## src/rtl/ysyx_23060042_pkg.sv

```systemverilog
// Shared types and constants for the NPC multi-cycle sequencer.
package ysyx_23060042_pkg;

    typedef enum logic [2:0] {
        S_FETCH_REQ  = 3'd0,
        S_FETCH_WAIT = 3'd1,
        S_DECODE     = 3'd2,
        S_MEM_REQ    = 3'd3,
        S_MEM_WAIT   = 3'd4,
        S_WB         = 3'd5,
        S_HALT       = 3'd6,
        S_ERR        = 3'd7
    } state_e;

    localparam logic [1:0] MEM_NONE    = 2'b00;
    localparam int         CNT_W_DEF   = 64;
    localparam int         TIMEOUT_DEF = 1024;

    // A limit of 0 disables the timer but still needs a 1-bit counter.
    function automatic int timer_width(input int limit);
        return (limit < 1) ? 1 : $clog2(limit + 1);
    endfunction

endpackage

```

## src/rtl/ysyx_23060042_wait_timer.sv

```systemverilog
// Bus-wait watchdog: counts cycles spent waiting and flags the last allowed one.
module ysyx_23060042_wait_timer
    import ysyx_23060042_pkg::*;
#(
    parameter int LIMIT = TIMEOUT_DEF
) (
    input  logic clk,
    input  logic rst,
    input  logic clear_i,
    input  logic en_i,
    output logic expired_o
);

    localparam int             W    = timer_width(LIMIT);
    localparam logic [W-1:0]   LAST = (LIMIT > 0) ? W'(LIMIT - 1) : '0;

    logic [W-1:0] cnt_q;
    logic [W-1:0] cnt_d;

    // Saturates at LAST so a long wait with the timer disabled never wraps into a false expiry.
    always_comb begin
        cnt_d = cnt_q;
        if (clear_i) begin
            cnt_d = '0;
        end else if (en_i && (cnt_q != LAST)) begin
            cnt_d = cnt_q + W'(1);
        end
    end

    // NOTE: sequential state uses non-blocking assignments so every flop samples pre-edge values.
    always_ff @(posedge clk or posedge rst) begin
        if (rst) begin
            cnt_q <= '0;
        end else begin
            cnt_q <= cnt_d;
        end
    end

    assign expired_o = (LIMIT > 0) && en_i && (cnt_q == LAST);

endmodule

```

## src/rtl/ysyx_23060042_seq_ctrl.sv

```systemverilog
// Multi-cycle instruction sequencer: fetch, decode hold, memory access, writeback,
// with halt/timeout stop states and mcycle/minstret counters.
module ysyx_23060042_seq_ctrl
    import ysyx_23060042_pkg::*;
#(
    parameter int TIMEOUT_CYCLES = TIMEOUT_DEF,
    parameter int CNT_W          = CNT_W_DEF
) (
    input  logic             clk,
    input  logic             rst,
    output logic             ifu_req_valid_o,
    input  logic             ifu_req_ready_i,
    input  logic             ifu_rsp_valid_i,
    input  logic [31:0]      ifu_rsp_inst_i,
    output logic [31:0]      inst_o,
    input  logic             regen_i,
    input  logic             pcjen_i,
    input  logic             pcren_i,
    input  logic [1:0]       mwen_i,
    input  logic [1:0]       mren_i,
    input  logic             brken_i,
    output logic             lsu_req_valid_o,
    output logic             lsu_req_we_o,
    input  logic             lsu_req_ready_i,
    input  logic             lsu_rsp_valid_i,
    output logic             rf_we_o,
    output logic             pc_we_o,
    output logic             inst_done_o,
    output logic             halt_o,
    output logic             err_o,
    output logic [CNT_W-1:0] mcycle_o,
    output logic [CNT_W-1:0] minstret_o
);

    state_e           state_q;
    logic [31:0]      inst_q;
    logic             ifu_req_valid_q;
    logic             lsu_req_valid_q;
    logic             lsu_req_we_q;
    logic             rf_we_q;
    logic             pc_we_q;
    logic             inst_done_q;
    logic             halt_q;
    logic             err_q;
    logic [CNT_W-1:0] mcycle_q;
    logic [CNT_W-1:0] minstret_q;

    logic in_wait;
    logic expired;
    logic unused_dec;

    // PC source selection belongs to the datapath; the sequencer only strobes pc_we.
    assign unused_dec = pcjen_i ^ pcren_i;
    assign in_wait    = (state_q == S_FETCH_WAIT) || (state_q == S_MEM_WAIT);

    ysyx_23060042_wait_timer #(
        .LIMIT(TIMEOUT_CYCLES)
    ) u_wait_timer (
        .clk      (clk),
        .rst      (rst),
        .clear_i  (!in_wait),
        .en_i     (in_wait),
        .expired_o(expired)
    );

    always_ff @(posedge clk or posedge rst) begin
        if (rst) begin
            state_q         <= S_FETCH_REQ;
            inst_q          <= '0;
            ifu_req_valid_q <= 1'b1;
            lsu_req_valid_q <= 1'b0;
            lsu_req_we_q    <= 1'b0;
            rf_we_q         <= 1'b0;
            pc_we_q         <= 1'b0;
            inst_done_q     <= 1'b0;
            halt_q          <= 1'b0;
            err_q           <= 1'b0;
            mcycle_q        <= '0;
            minstret_q      <= '0;
        end else begin
            rf_we_q     <= 1'b0;
            pc_we_q     <= 1'b0;
            inst_done_q <= 1'b0;
            if ((state_q != S_HALT) && (state_q != S_ERR)) begin
                mcycle_q <= mcycle_q + CNT_W'(1);
            end

            unique case (state_q)
                S_FETCH_REQ: begin
                    if (ifu_req_ready_i) begin
                        state_q         <= S_FETCH_WAIT;
                        ifu_req_valid_q <= 1'b0;
                    end
                end
                S_FETCH_WAIT: begin
                    if (ifu_rsp_valid_i) begin
                        inst_q  <= ifu_rsp_inst_i;
                        state_q <= S_DECODE;
                    end else if (expired) begin
                        state_q <= S_ERR;
                        err_q   <= 1'b1;
                        halt_q  <= 1'b1;
                    end
                end
                S_DECODE: begin
                    if (brken_i) begin
                        state_q <= S_HALT;
                        halt_q  <= 1'b1;
                    end else if ((mwen_i | mren_i) != MEM_NONE) begin
                        state_q         <= S_MEM_REQ;
                        lsu_req_valid_q <= 1'b1;
                        lsu_req_we_q    <= |mwen_i;
                    end else begin
                        state_q     <= S_WB;
                        rf_we_q     <= regen_i;
                        pc_we_q     <= 1'b1;
                        inst_done_q <= 1'b1;
                    end
                end
                S_MEM_REQ: begin
                    if (lsu_req_ready_i) begin
                        state_q         <= S_MEM_WAIT;
                        lsu_req_valid_q <= 1'b0;
                        lsu_req_we_q    <= 1'b0;
                    end
                end
                S_MEM_WAIT: begin
                    if (lsu_rsp_valid_i) begin
                        state_q     <= S_WB;
                        rf_we_q     <= regen_i;
                        pc_we_q     <= 1'b1;
                        inst_done_q <= 1'b1;
                    end else if (expired) begin
                        state_q <= S_ERR;
                        err_q   <= 1'b1;
                        halt_q  <= 1'b1;
                    end
                end
                S_WB: begin
                    state_q         <= S_FETCH_REQ;
                    ifu_req_valid_q <= 1'b1;
                    minstret_q      <= minstret_q + CNT_W'(1);
                end
                S_HALT, S_ERR: begin
                    state_q <= state_q;
                end
            endcase
        end
    end

    // NOTE: the flop resets to 1 so the request is up on the first cycle out of reset; the gate keeps it low while reset is held.
    assign ifu_req_valid_o = ifu_req_valid_q && !rst;
    assign lsu_req_valid_o = lsu_req_valid_q;
    assign lsu_req_we_o    = lsu_req_we_q;
    assign rf_we_o         = rf_we_q;
    assign pc_we_o         = pc_we_q;
    assign inst_done_o     = inst_done_q;
    assign halt_o          = halt_q;
    assign err_o           = err_q;
    assign inst_o          = inst_q;
    assign mcycle_o        = mcycle_q;
    assign minstret_o      = minstret_q;

endmodule
```

## config.mk

```make
export PLATFORM = sky130hd
export DESIGN_NAME = ysyx_23060042_seq_ctrl
export DESIGN_NICKNAME = d
export VERILOG_FILES = /design/src/rtl/ysyx_23060042_pkg.sv /design/src/rtl/ysyx_23060042_wait_timer.sv /design/src/rtl/ysyx_23060042_seq_ctrl.sv
export SDC_FILE = /design/constraint.sdc
export NUM_CORES = 1
export LEC_CHECK = 0
export BUFFER_PORTS_ARGS = -buffer_cell sky130_fd_sc_hd__buf_2
export CAP_MARGIN = 30
export CORE_MARGIN = 3
export CORE_UTILIZATION = 55
export DETAILED_ROUTE_END_ITERATION = 10
export PLACE_DENSITY = 0.83
export SYNTH_ARGS = -nofsm -noshare
export SYNTH_HDL_FRONTEND = slang
export SYNTH_SLANG_ARGS = --single-unit
export TNS_END_PERCENT = 20
```

## constraint.sdc

```tcl
create_clock -name clk -period 11.9 [get_ports clk]
set_input_delay 2.38 -clock clk [delete_from_list [all_inputs] [get_ports clk]]
set_output_delay 2.38 -clock clk [all_outputs]
set_load 0.02 [all_outputs]
```

== Word level (Yosys, flattened, before mapping) ==
Index checks and enable logic that the tools add are counted.
Word-level totals
  register bits after elaboration: 181
  output and inout port bits: 168
Cells by class
  multiplexer cells: 36
  reductions and logical operators: 20
  add/sub/neg operators: 3
  equality and inequality tests: 19
  bitwise operators: 2
Operators by type and width (count)
  $add 64x1->64 const B: 2
  $mux 11: 2
  $mux 3: 7
  $mux 1: 19
  $pmux 3 s6: 1
  $ne 2x2->1 const B: 8
  $eq 3x3->1 const B: 4
  $pmux 1 s2: 6
  $add 11x1->11 const B: 1
  $eq 11x10->1 const B: 1
  $ne 11x10->1 const B: 1
  $reduce_and 4->1: 2
  $reduce_bool 2->1: 4
  $eq 3x2->1 const B: 2
  $ne 3x3->1 const B: 2
  $reduce_and 3->1: 2
  $logic_and 1x1->1: 4
  $reduce_and 2->1: 2
  $reduce_or 2->1: 2
  $eq 3x1->1 const B: 1
  $logic_not 3->1: 1
  $pmux 1 s3: 1
  $reduce_bool 3->1: 1
  $or 2x2->2: 1
  3 further kinds: 3

== Longest topological paths before layout ==
Gate-level depths: netlist (run 1).
  word-level depth: 6
  mapped depth: 8
  gate-level depth less buffers: 6

== Hierarchy ==
From an unflattened synthesis (run 1), not the netlist that was laid out.
Second synthesis, totals
  cell total of the unflattened synthesis: 773
  area total of the unflattened synthesis: 8549.4 um^2
By module, submodules not included
  ysyx_23060042_seq_ctrl: seq. area each 4255.3 um^2, area each 7962.6 um^2, cells an instance 710, instances 1
  ysyx_23060042_wait_timer: seq. area each 275.3 um^2, area each 586.8 um^2, cells an instance 63, instances 1

== Worst setup path after synthesis (run 1) ==
OpenSTA, ideal clock, no wires.
  path kind: input port to output port
  start point: in rst
  end point: out ifu_req_valid_o
  stages: 1
  setup slack: 6836 ps
  required time: 9520 ps
  buffers on the path: 0
  arrival: 2684 ps
  cells stage by stage: nor2b_1
On the way
  cells in the longest elaborated chain, start to end: 2
Ends and longest elaborated chain
  from (decl): RTL line ysyx_23060042_seq_ctrl.sv:10  | input logic rst,
  $logic_not 1->1 (no source line)
  $logic_and 1x1->1: RTL line ysyx_23060042_seq_ctrl.sv:152  | assign ifu_req_valid_o = ifu_req_valid_q && !rst;
  to (decl): RTL line ysyx_23060042_seq_ctrl.sv:11  | output logic ifu_req_valid_o,
No other way between the ends.

== Final worst setup path (run 1) ==
Ends and elaborated chain as after synthesis.

==> out/metrics.csv, run 1 <==
metric,value,unit
Overflow after GRT,0,
crit path DAT,2.78,ns
GRT Resource Usage Total,23.4,%
H-Tree Depth,4,
Crit path required time,9.52,ns
net switching power,574,uW
pwr dens,180,nW/um^2
Final period util,43.3,%
Synth Cell Area,8260,sq um
syn_nets,782,
HP Class,flip-flop to flip-flop,
first-pass GRT wire length,31300,um
status,finished clean,
CTS hold repair buffers,0,
Synth Instances,732,
"Primary FF master, synth",dfrtp_1,
Synth async-reset ratio,100,%
largest net degree at the start of global routing,69,
Max Root-Sink Buffers,2,
Peak VDD IR,0.188,mV
Crit. End Element,primary output,
Worst Max-Slew Pin Slew,0.827,ns
chip width,129,um
final core occ,69.3,%
"Reg clk slew, reported paths",0.07,ns
vias in the first global route,6302,
Pleak,5.24,nW
Port Buffers,211,
CTS buffer count,17,
n_diodes,0,
clock skew,0.00807,ns
unique cell type count in the Yosys netlist,50,
post-DP HPWL,13600,um
Final ANT Viol Nets,0,
Rel. slew slack,44.9,%
Yosys Warn Count,0,
cell row count,44,
initial DRC count,458,
most frequent cells in the layout,"211 x buf_2, 180 x dfrtp_1, 75 x xnor2_1",
Setup CP Type,input pin to primary output,
Final Hold Viols,0,
area grow syn2layout,22.5,%
Filler cells,1058,
total detailed-routing wirelength,19200,um
Die Y-Extent,129,um
Storage cell area,4530,sq um
P_int,1.25,mW
Starting Density,56.6,%
sequential share of power,43.3,%
via/cell ratio,5.63,
clk sinks,181,
register area share after synthesis,54.9,%
CTS tree,yes,
RSZ-0062 raised after global routing,false,
setup_tns,0,ns
Post-CTS Resized,0,
clock root buffer master,clkbuf_16,
# setup viols final,0,
fin crit period,5.16,ns
#FFs+latches synth,181,
Clk pwr share,32.9,%
f_max,194,MHz
layout cells sized above 1,30.5,%
total number of vias,6446,
Net Sw Frac,31.5,%
number of synthesized flops with an enable pin,0,
gpl congestion,0.881,
Combinational Power Share,23.7,%
die footprint,16500,sq um
Post-layout nets,997,
Max Transition Viols Final,0,
most common library cell in the layout ignoring fill and taps,buf_2,
WL per Instance,16.8,um
clk_lat worst skew,0.43,ns
initial antenna violation count,0,
core region area,14600,sq um
Mapped Avg Cell Area,11.3,sq um
Remaining DRCs,0,
Critical Path Start Type,input pin,
Max-Cap Viols,0,
CP max FO,2,
Pre-Repair DR Iteration Count,5,
Top Ports,214,
multi-input logic area,3580,sq um
post-CTS setup buffer count,0,
## layer usage
metal  track usage (%)  wire, um  vias to the layer above
li1                  -         -                     3019
met1              31.5      8190                     3177
met2              38.1      9400                      222
met3              5.77      1260                       28
met4              7.23       312                        0
met5                 0         0                        -
## power by group through the flow
| stage | Combinational (mW) | Sequential [mW] | Clock [mW] |
|---|---|---|---|
| final | 0.432 | 0.789 | 0.600 |
| after global routing | 0.470 | 0.801 | 0.630 |
| after CTS | 0.437 | 0.788 | 0.610 |
| after detailed placement | 0.433 | 0.797 | 0 |
| after global placement | 0.420 | 0.791 | 0 |
| after floorplan | 0.208 | 0.875 | 0 |
## sequential cells by signal, summed over array words and instances (netlist names)
signal	count
mcycle_o	64
minstret_o	64
inst_o	32
u_wait_timer.cnt_q	11
state_q	3
err_o	1
halt_o	1
ifu_req_valid_q	1
inst_done_o	1
lsu_req_valid_o	1
lsu_req_we_o	1
rf_we_o	1
## cell usage after synthesis (all sizes together) (4+ instances only)
| master | instances | area (sq um) |
|---|---|---|
| nand3 | 57 | 290 |
| clkbuf | 7 | 26.3 |
| o21ai | 10 | 50.1 |
| or2 | 4 | 25.0 |
| and4 | 17 | 149 |
| nand4 | 41 | 269 |
| and2 | 8 | 50.1 |
| a21oi | 9 | 45.0 |
| nor2b | 6 | 37.5 |
| nand2b | 5 | 31.3 |
| xnor2 | 75 | 657 |
| nand2 | 42 | 158 |
| dfrtp | 180 | 4500 |
| and3 | 30 | 188 |
| nor2 | 52 | 195 |
| mux2 | 34 | 383 |
| nor3 | 26 | 130 |
| nor4 | 12 | 120 |
| buf | 11 | 65.1 |
| ha | 4 | 50.1 |
| inv | 14 | 52.6 |
| xor2 | 58 | 508 |
| nor3b | 4 | 30.0 |
## metrics by stage
stage | instances | setup WS [ns] | total power [mW] | cell area (sq um) | hold WS (ns)
2_1_floorplan | 732 | 4.61 | 1.08 | 8260 | 0.484
3_3_place_gp | 1112 | 6.75 | 1.21 | 9480 | 0.450
3_5_place_dp | 1112 | 6.75 | 1.23 | 9480 | 0.453
4_1_cts | 1144 | 6.74 | 1.83 | 10100 | 0.481
5_1_grt | 1144 | 6.69 | 1.90 | 10100 | 0.496
6_report | 1144 | 6.74 | 1.82 | 10100 | 0.479
## critical path, cell delays in order
cell and delay (ns):
buf_2 0.13, nor2b_1 0.10, buf_2 0.17
## cells by family (layout without fill, tap and decap cells)
kind of cell             after synthesis  count (layout)  synth area share, %
adder cells (fa/ha/maj)                4               4                0.606
flip-flops                           181             181                 54.9
multiplexers                          35              35                 4.76
AO/OA/AOI/OAI                         31              31                 2.35
buffers and inverters                 32             260                 1.74
AND/OR/NAND/NOR                      316             316                 21.6
XOR/XNOR                             133             133                 14.1
## layout make-up
class	instances	area share, %
clock buffer	18	4.34
clock inverter	14	1.93
inverter	14	0.569
multi-input combinational	519	35.4
sequential	181	44.8
tap	184	2.28
timing repair buffer	214	10.7
## worst paths after layout
kind | from | end | slack [ns] | cells after the start
max in group asynchronous | rst | mcycle_o[33] | 8.68 | 3
setup / recovery | rst | ifu_req_valid_o | 6.74 | 3
hold / removal | mcycle_o[63] | mcycle_o[63] | 0.48 | 1
setup reg to reg | state_q[1] | mcycle_o[60] | 8.87 | 6
min in group asynchronous | rst | inst_o[26] | 2.01 | 2
hold reg to reg | mcycle_o[63] | mcycle_o[63] | 0.48 | 1
Power figures use the tool's default switching activity.
==> run 2, diff against run 1 <==
CORE_UTILIZATION = 48   (was 55)
PLACE_DENSITY = 0.76   (was 0.83)
clock period = 4.5 ns   (was 11.9 ns; I/O delays follow)
==> run 2 against run 1 <==
Cell count grew 3.1%. Core utilization fell by 8.7 points. Largest cell class unchanged. Worst hold slack got worse by 0.0052 ns. Routed wire length fell by 3.4%. Sequential cell count unchanged. Die area is 14% higher. Design area hardly changed.
==> out/metrics.csv, run 2 (same netlist as run 1, synthesis figures left out) <==
metric,value,unit
status,finished clean,
Crit. End Element,flip-flop,
WL per Instance,15.7,um
Starting Density,49.4,%
sequential share of power,44.3,%
Rel. slew slack,48.7,%
CTS buffer count,17,
Final period util,68.7,%
total number of vias,6318,
Pleak,5.22,nW
chip width,137,um
RSZ-0062 raised after global routing,false,
H-Tree Depth,4,
cell row count,47,
CP max FO,17,
Clk pwr share,31.6,%
Combinational Power Share,24.1,%
CTS tree,yes,
setup_tns,0,ns
Final Hold Viols,0,
largest net degree at the start of global routing,138,
layout cells sized above 1,30.5,%
CTS hold repair buffers,0,
vias in the first global route,6075,
post-CTS setup buffer count,0,
pwr dens,462,nW/um^2
Overflow after GRT,0,
Peak VDD IR,0.364,mV
Port Buffers,211,
"Reg clk slew, reported paths",0.07,ns
crit path DAT,3.44,ns
# setup viols final,0,
Remaining DRCs,0,
Die Y-Extent,137,um
n_diodes,0,
area grow syn2layout,22.6,%
initial DRC count,346,
most common library cell in the layout ignoring fill and taps,buf_2,
final worst slack,1.41,ns
Post-CTS Resized,0,
initial antenna violation count,0,
Worst Max-Slew Pin Slew,0.769,ns
most frequent cells in the layout,"211 x buf_2, 180 x dfrtp_1, 75 x xnor2_1",
clk sinks,181,
f_max,324,MHz
GRT Resource Usage Total,20.2,%
net switching power,1.55,mW
first-pass GRT wire length,30500,um
Top Ports,214,
Pre-Repair DR Iteration Count,5,
Max-Cap Viols,0,
Max Transition Viols Final,0,
Setup CP Type,flip-flop to flip-flop,
die footprint,18800,sq um
clock skew,0.0150,ns
total detailed-routing wirelength,18500,um
Post-layout nets,997,
via/cell ratio,5.35,
Net Sw Frac,33.0,%
clock root buffer master,clkbuf_16,
Final ANT Viol Nets,0,
Setup WS pre-CTS,1.38,ns
HP Class,flip-flop to flip-flop,
fin crit period,3.09,ns
core region area,16700,sq um
gpl congestion,0.795,
Max Root-Sink Buffers,2,
P_int,3.14,mW
Crit path required time,4.85,ns
Critical Path Start Type,flip-flop,
post-DP HPWL,13400,um
clk_lat worst skew,0.43,ns
==> run 2: layout make-up <==
cell class | instances | area (sq um)
fillers | 1403 | 6580
inverters | 14 | 56.3
well taps | 220 | 275
flip-flops and latches | 181 | 4530
multi-input cells | 519 | 3580
clock buffers | 17 | 425
clock inverters | 15 | 161
repair buffers | 214 | 1090
==> run 2: layer usage <==
metal	global-route usage, %	share of wire [%]	vias to the layer above
met5	0	0	-
met4	5.04	1.0	0
met3	5.74	6.5	16
met2	31.7	47	173
met1	27.9	45	3117
li1	-	-	3012
==> run 2: worst max-delay path: stages (launching register included) <==
cell and delay, ns:
dfrtp_1 0.57, ha_1 0.42, and4b_1 0.41, nand3_1 0.22, nand4b_1 0.68, nor4_1 0.52, xor2_1 0.19
==> run 2: power groups by stage <==
| stage | sequential, mW | clock (mW) | combinational, mW |
|---|---|---|---|
| 5_1_grt | 2.11 | 1.59 | 1.24 |
| 3_3_place_gp | 2.09 | 0 | 1.12 |
| 6_report | 2.08 | 1.48 | 1.13 |
| 2_1_floorplan | 2.31 | 0 | 0.550 |
| 3_5_place_dp | 2.10 | 0 | 1.14 |
| 4_1_cts | 2.07 | 1.51 | 1.15 |
==> run 2: path summary, 6_finish.rpt <==
path	from	end	slack, ns	depth (start not counted)
min in group asynchronous	rst	err_o	0.49	2
max	state_q[1]	mcycle_o[60]	1.41	6
min reg2reg	halt_o	halt_o	0.47	2
min	halt_o	halt_o	0.47	2
max reg2reg	state_q[1]	mcycle_o[60]	1.41	6
max in group asynchronous	rst	minstret_o[19]	2.93	3
==> run 2: per-stage QoR <==
| step | instances | utilization, % | cell area (sq um) | hold slack, ns | power (mW) |
|---|---|---|---|---|---|
| finish | 1180 | 60.6 | 10100 | 0.473 | 4.68 |
| global route | 1180 | 60.6 | 10100 | 0.499 | 4.94 |
| CTS | 1180 | 60.6 | 10100 | 0.484 | 4.73 |
| detailed placement | 1148 | 57.1 | 9540 | 0.463 | 3.24 |
| global placement | 1148 | 57.1 | 9540 | 0.450 | 3.21 |
| floorplan | 732 | - | 8260 | 0.484 | 2.86 |
